<file path="config.mk">
export PLATFORM = sky130hd
export DESIGN_NAME = mul_share_arbiter
export DESIGN_NICKNAME = d
export VERILOG_FILES = /design/src/rtl/mul_share_arbiter.sv
export SDC_FILE = /design/constraint.sdc
export NUM_CORES = 1
export LEC_CHECK = 0
export CAP_MARGIN = 25
export CORE_MARGIN = 2
export CORE_UTILIZATION = 31
export DETAILED_ROUTE_END_ITERATION = 8
export PLACE_DENSITY = 0.78
export SLEW_MARGIN = 10
export SYNTH_ARGS = -nofsm -noshare
export SYNTH_HDL_FRONTEND = slang
export SYNTH_SLANG_ARGS = --single-unit
</file>
<file path="constraint.sdc">
create_clock -name clk -period 2.2 [get_ports clk]
set_clock_uncertainty 0.2 [all_clocks]
set_input_delay 0.44 -clock clk [delete_from_list [all_inputs] [get_ports clk]]
set_output_delay 0.44 -clock clk [all_outputs]
set_load 0.02 [all_outputs]
</file>
<file path="src/rtl/mul_share_arbiter.sv">
//------------------------------------------------------------------------------
// mul_share_arbiter : round-robin sharing of one pipelined multiplier,
//                     tagging each op so its result returns to its issuer.
// Revision 1.0
//------------------------------------------------------------------------------
`default_nettype none

module mul_share_arbiter #(
  parameter int DATA_WIDTH  = 16,
  parameter int BIN_POS     = 8,
  parameter int NUM_REQ     = 4,
  parameter int MUL_LATENCY = 1
) (
  input  logic                          clk,
  input  logic                          rst,
  input  logic [NUM_REQ-1:0]            req_valid,
  output logic [NUM_REQ-1:0]            req_ready,
  input  logic [NUM_REQ*DATA_WIDTH-1:0] req_lhs,
  input  logic [NUM_REQ*DATA_WIDTH-1:0] req_rhs,
  output logic [DATA_WIDTH-1:0]         mul_lhs,
  output logic [DATA_WIDTH-1:0]         mul_rhs,
  input  logic [DATA_WIDTH-1:0]         mul_out,
  output logic [NUM_REQ-1:0]            rsp_valid,
  output logic [DATA_WIDTH-1:0]         rsp_data,
  output logic                          busy
);

  localparam int c_PTR_W = (NUM_REQ > 1) ? $clog2(NUM_REQ) : 1;

  // Binary point is the multiplier's concern; only its range is sanity-checked here.
  if (NUM_REQ < 1 || MUL_LATENCY < 1 || BIN_POS < 0 || BIN_POS >= DATA_WIDTH) begin : g_bad_params
    $error("mul_share_arbiter: illegal parameter combination");
  end

  logic [c_PTR_W-1:0]                   r_rr_ptr;
  logic [MUL_LATENCY:0]                 r_vld;
  logic [MUL_LATENCY:0][c_PTR_W-1:0]    r_tag;

  logic                                 w_any;
  logic [c_PTR_W-1:0]                   w_gnt_idx;
  logic [c_PTR_W-1:0]                   w_nxt_ptr;

  function automatic int rr_idx(input logic [c_PTR_W-1:0] ptr, input int k);
    return (int'(ptr) + k) % NUM_REQ;
  endfunction

  // Descending scan so the requester closest to rr_ptr is the last (winning) write.
  always_comb begin
    w_any     = 1'b0;
    w_gnt_idx = '0;
    for (int k = NUM_REQ - 1; k >= 0; k--) begin
      if (req_valid[rr_idx(r_rr_ptr, k)]) begin
        w_any     = 1'b1;
        w_gnt_idx = c_PTR_W'(rr_idx(r_rr_ptr, k));
      end
    end
    if (rst) begin
      w_any = 1'b0;
    end
    w_nxt_ptr = c_PTR_W'((int'(w_gnt_idx) + 1) % NUM_REQ);
  end

  always_comb begin
    req_ready = '0;
    rsp_valid = '0;
    for (int i = 0; i < NUM_REQ; i++) begin
      req_ready[i] = w_any && (w_gnt_idx == c_PTR_W'(i));
      rsp_valid[i] = r_vld[MUL_LATENCY] && (r_tag[MUL_LATENCY] == c_PTR_W'(i));
    end
  end

  assign rsp_data = mul_out;
  assign busy     = |r_vld;

  // Tag pipe shifts unconditionally; operands and pointer only move on a transfer.
  always_ff @(posedge clk or posedge rst) begin
    if (rst) begin
      r_rr_ptr <= '0;
      r_vld    <= '0;
      r_tag    <= '0;
      mul_lhs  <= '0;
      mul_rhs  <= '0;
    end else begin
      r_vld <= {r_vld[MUL_LATENCY-1:0], w_any};
      r_tag <= {r_tag[MUL_LATENCY-1:0], w_gnt_idx};
      if (w_any) begin
        mul_lhs  <= req_lhs[int'(w_gnt_idx)*DATA_WIDTH +: DATA_WIDTH];
        mul_rhs  <= req_rhs[int'(w_gnt_idx)*DATA_WIDTH +: DATA_WIDTH];
        r_rr_ptr <= w_nxt_ptr;
      end
    end
  end

endmodule

`default_nettype wire
</file>
==> results by group <==
Drt
  – Met2 routed WL: ~5000 um
  – Top routing layer used: met4
  – # DRC: 0
  – Final ANT Viol Nets: 0
  – Drt initial violations: 78
  – Detailed Routing Iterations Pass 1: 4
  – Met3 WL post-DR: between 800 and 900 um
  – Detailed Route WL: ~9900 um
  – Vias: 2925
  – Vias/cell: between 5 and 6
  – Post-DR wirelength/cell: around 18 um
  – Wl on met1: about 3800 um

Critical path
  – Worst r2r path cells: 6
  – Crit start category: flop
  – Crit Path Class: reg -> out
  – Worst-path maximum fanout: 7
  – RR Startpoint: r_rr_ptr[1]
  – CP Launch Point: r_rr_ptr[1]
  – WP data required: about 1.6 ns
  – Endpoint type of the worst setup path: output pin
  – Worst path arrival time: 1.68 ns
  – End of the critical path: req_ready[1]
  – Reg2Reg Setup Slack: -0.01 ns
  – Reg-to-Reg End: mul_lhs[12]

Finish
  – Utilization after layout: roughly 55%
  – FF+latch area: 1002 um^2
  – Fillers: 757
  – Antenna Diode Count: 0
  – Area of the multi-input gates: about 1500 um^2
  – Layout cells sized above 1: between 20 and 25%
  – Final nets: 594
  – Layout overhead on the synthesized area: 73.67%

Yosys
  – Yosys warning total: 0
  – Ys flop type: dfrtp_1
  – Mean area per synthesized cell: approximately 9.8 um^2
  – Post-synth EDFFs: 0
  – Mapped Area: ~2700 um^2
  – Post-synth top area share: between 30 and 40%
  – Syn nets: 430
  – Flop and latch count out of synthesis: 40
  – Most common cell in the synthesized netlist: nand3_1
  – Sequential cell area fraction in the yosys report: ~37%
  – Ys async rst share: 100.0%
  – Yosys cell types: 35
  – Commonest cells post-synth: nand3_1 (64), dfrtp_1 (40), o21ai_0 (32)
  – Most area-consuming cells after synthesis: dfrtp_1 (37%), nand3_1 (12%), mux2_4 (7.7%)
  – Cell taking the most area after synthesis: dfrtp_1
  – Cells after Synth: between 200 and 300

STA
  – Max-slew headroom: between 70% and 80%
  – Min Clock Period, post-route: 2.321 ns
  – Slew Limit Fails: 0
  – Hold slack final: around 0.15 ns
  – Setup tns final: -0.3782 ns
  – Setup WS post-layout: -0.1211 ns
  – Actual slew at the worst max-slew pin: around 0.4 ns
  – RSZ-0062 raised after global routing: true
  – Hold Vio Cnt, Final: 0
  – Setup violations, final: 11
  – Peak Freq: around 430 MHz
  – Fin crit share: 105.5%

Placement
  – Number of I/O port buffers: between 150 and 200
  – Final HPWL DP: between 7000 and 8000 um
  – RePlAce Congestion: slightly above 0.8

Clock tree
  – Clock-pin slew on the worst setup and hold paths: roughly 0.080 ns
  – TritonCTS Buffers: 5
  – H-tree levels: 2
  – CTS tree: built
  – CTS root buffer: clkbuf_8
  – Sinks on the clock net: 40
  – Worst-case clock buffer depth: 2
  – Hold buffer count at cts: 0
  – Later-pin clock latency in the skew report: about 0.28 ns

Global routing
  – Antenna violations before repair: 0
  – Grt total ovfl: 0
  – GRT Util Overall: 20.14%
  – Vias in the first global route: ~3000
  – Wire length of the first global-routing pass: about 16000 um
  – Pin count of the biggest net entering global routing: ~40

Power
  – Internal cell power: 2487 uW
  – Clock power frac: ~13%
  – Worst vdd ir: about 0.30 mV
  – Power Density: between 800 and 900 nW/um^2
  – LEAKAGE: roughly 0.0019 uW
  – Switching pwr: 1488 uW
  – Comb power frac: 58.3%
  – Switching Share: between 30% and 40%
  – Seq pwr share: 29.1%

Floorplanning
  – Rows: 34
  – Initial Util: 31.70%
  – Die H: 97.98 um
  – CORE AREA: around 8600 um^2
  – Die area: between 9000 and 10000 um^2
  – Die W: between 90 and 100 um
  – Num ports: 207

Flow run
  – # Max-Cap Violations: 0

Worst hold path
  – Hold Crit Class: reg -> reg

Status
  – Status: finished, violations left
  – Violated checks: negative setup slack
-- layer usage --
metal	track usage, %	up-vias
met5	0	-
met4	8.761	0
met3	5.941	20
met2	35.30	166
met1	22.64	1368
li1	-	1371
-- state kept, by name (all words and copies together), names as in the netlist --
name      flops
mul_lhs      16
mul_rhs      16
r_tag         4
r_rr_ptr      2
r_vld         2
-- critical path, cell delays in order, from the launching register on --
cell	delay [ns]
dfrtp_2	0.49
a21boi_4	0.21
o22ai_4	0.12
buf_6	0.14
nor4_4	0.26
buf_4	0.18
-- stage by stage --
step | instance area (um^2) | std cells | power (uW) | setup slack (ns)
after global placement | 4581 | 541 | 3358 | -0.7670
after floorplan | 2744 | 280 | 2415 | -0.08729
after detailed placement | 4581 | 541 | 3414 | -0.8807
final | 4755 | 553 | 3974 | -0.1211
after CTS | 4743 | 552 | 3991 | -0.1262
after global routing | 4755 | 553 | 4209 | -0.1832
-- power by group through the flow --
stage	sequential (uW)	combinational (uW)	clock, uW
finish	1160	2320	502
global route	1190	2460	557
CTS	1160	2310	522
detailed placement	1150	2260	0
global placement	1140	2220	0
floorplan	1400	1020	0
-- how the worst min path moves through the flow --
| stage | cells past startpoint | end | from |
|---|---|---|---|
| floorplan | 0 | r_tag[2] | r_tag[0] |
| global placement | 0 | r_tag[3] | r_tag[1] |
| detailed placement | 0 | r_tag[3] | r_tag[1] |
| CTS | 0 | r_tag[3] | r_tag[1] |
| global route | 0 | r_tag[3] | r_tag[1] |
| finish | 0 | r_tag[3] | r_tag[1] |
-- layout by cell type (no fill, tap or decap), types with 4 or more instances in the layout --
master           netlist  layout
o221a_1               15      15
clkdlybuf4s50_1        0     163
clkbuf_8               0       6
o21ai_0               32      32
buf_4                 16      25
nand3_1               64      64
nor2_1                 4       4
dfrtp_1               40      39
mux2_2                18      18
o221a_2               17      17
mux2_4                14      14
-- cells by family (layout without fill, tap and decap cells) --
family                 after synthesis  count (layout)  share of synthesized area, %
XOR/XNOR                             1               1                        0.3200
multiplexers                        33              33                         15.45
flip-flops                          40              40                         36.56
AO/OA/AOI/OAI                       72              72                         21.21
buffers and inverters               48             213                         10.01
AND/OR/NAND/NOR                     86              86                         16.45
-- area by class of cell --
cell class / count / share of cell area, %
clock inverters: 2 / 0.2105
clock buffers: 6 / 1.737
well taps: 108 / 2.842
flip-flops and latches: 40 / 21.08
multi-input cells: 192 / 32.42
repair buffers: 201 / 41.39
inverters: 4 / 0.3158
-- timing repair --
action	4_1_cts	5_1_grt
buffers inserted	3	1
resized for setup	43	8
setup endpoints to repair	37	38
cloned	0	0
pin swaps	3	1
No activity file was read; power rests on OpenSTA's default activity.
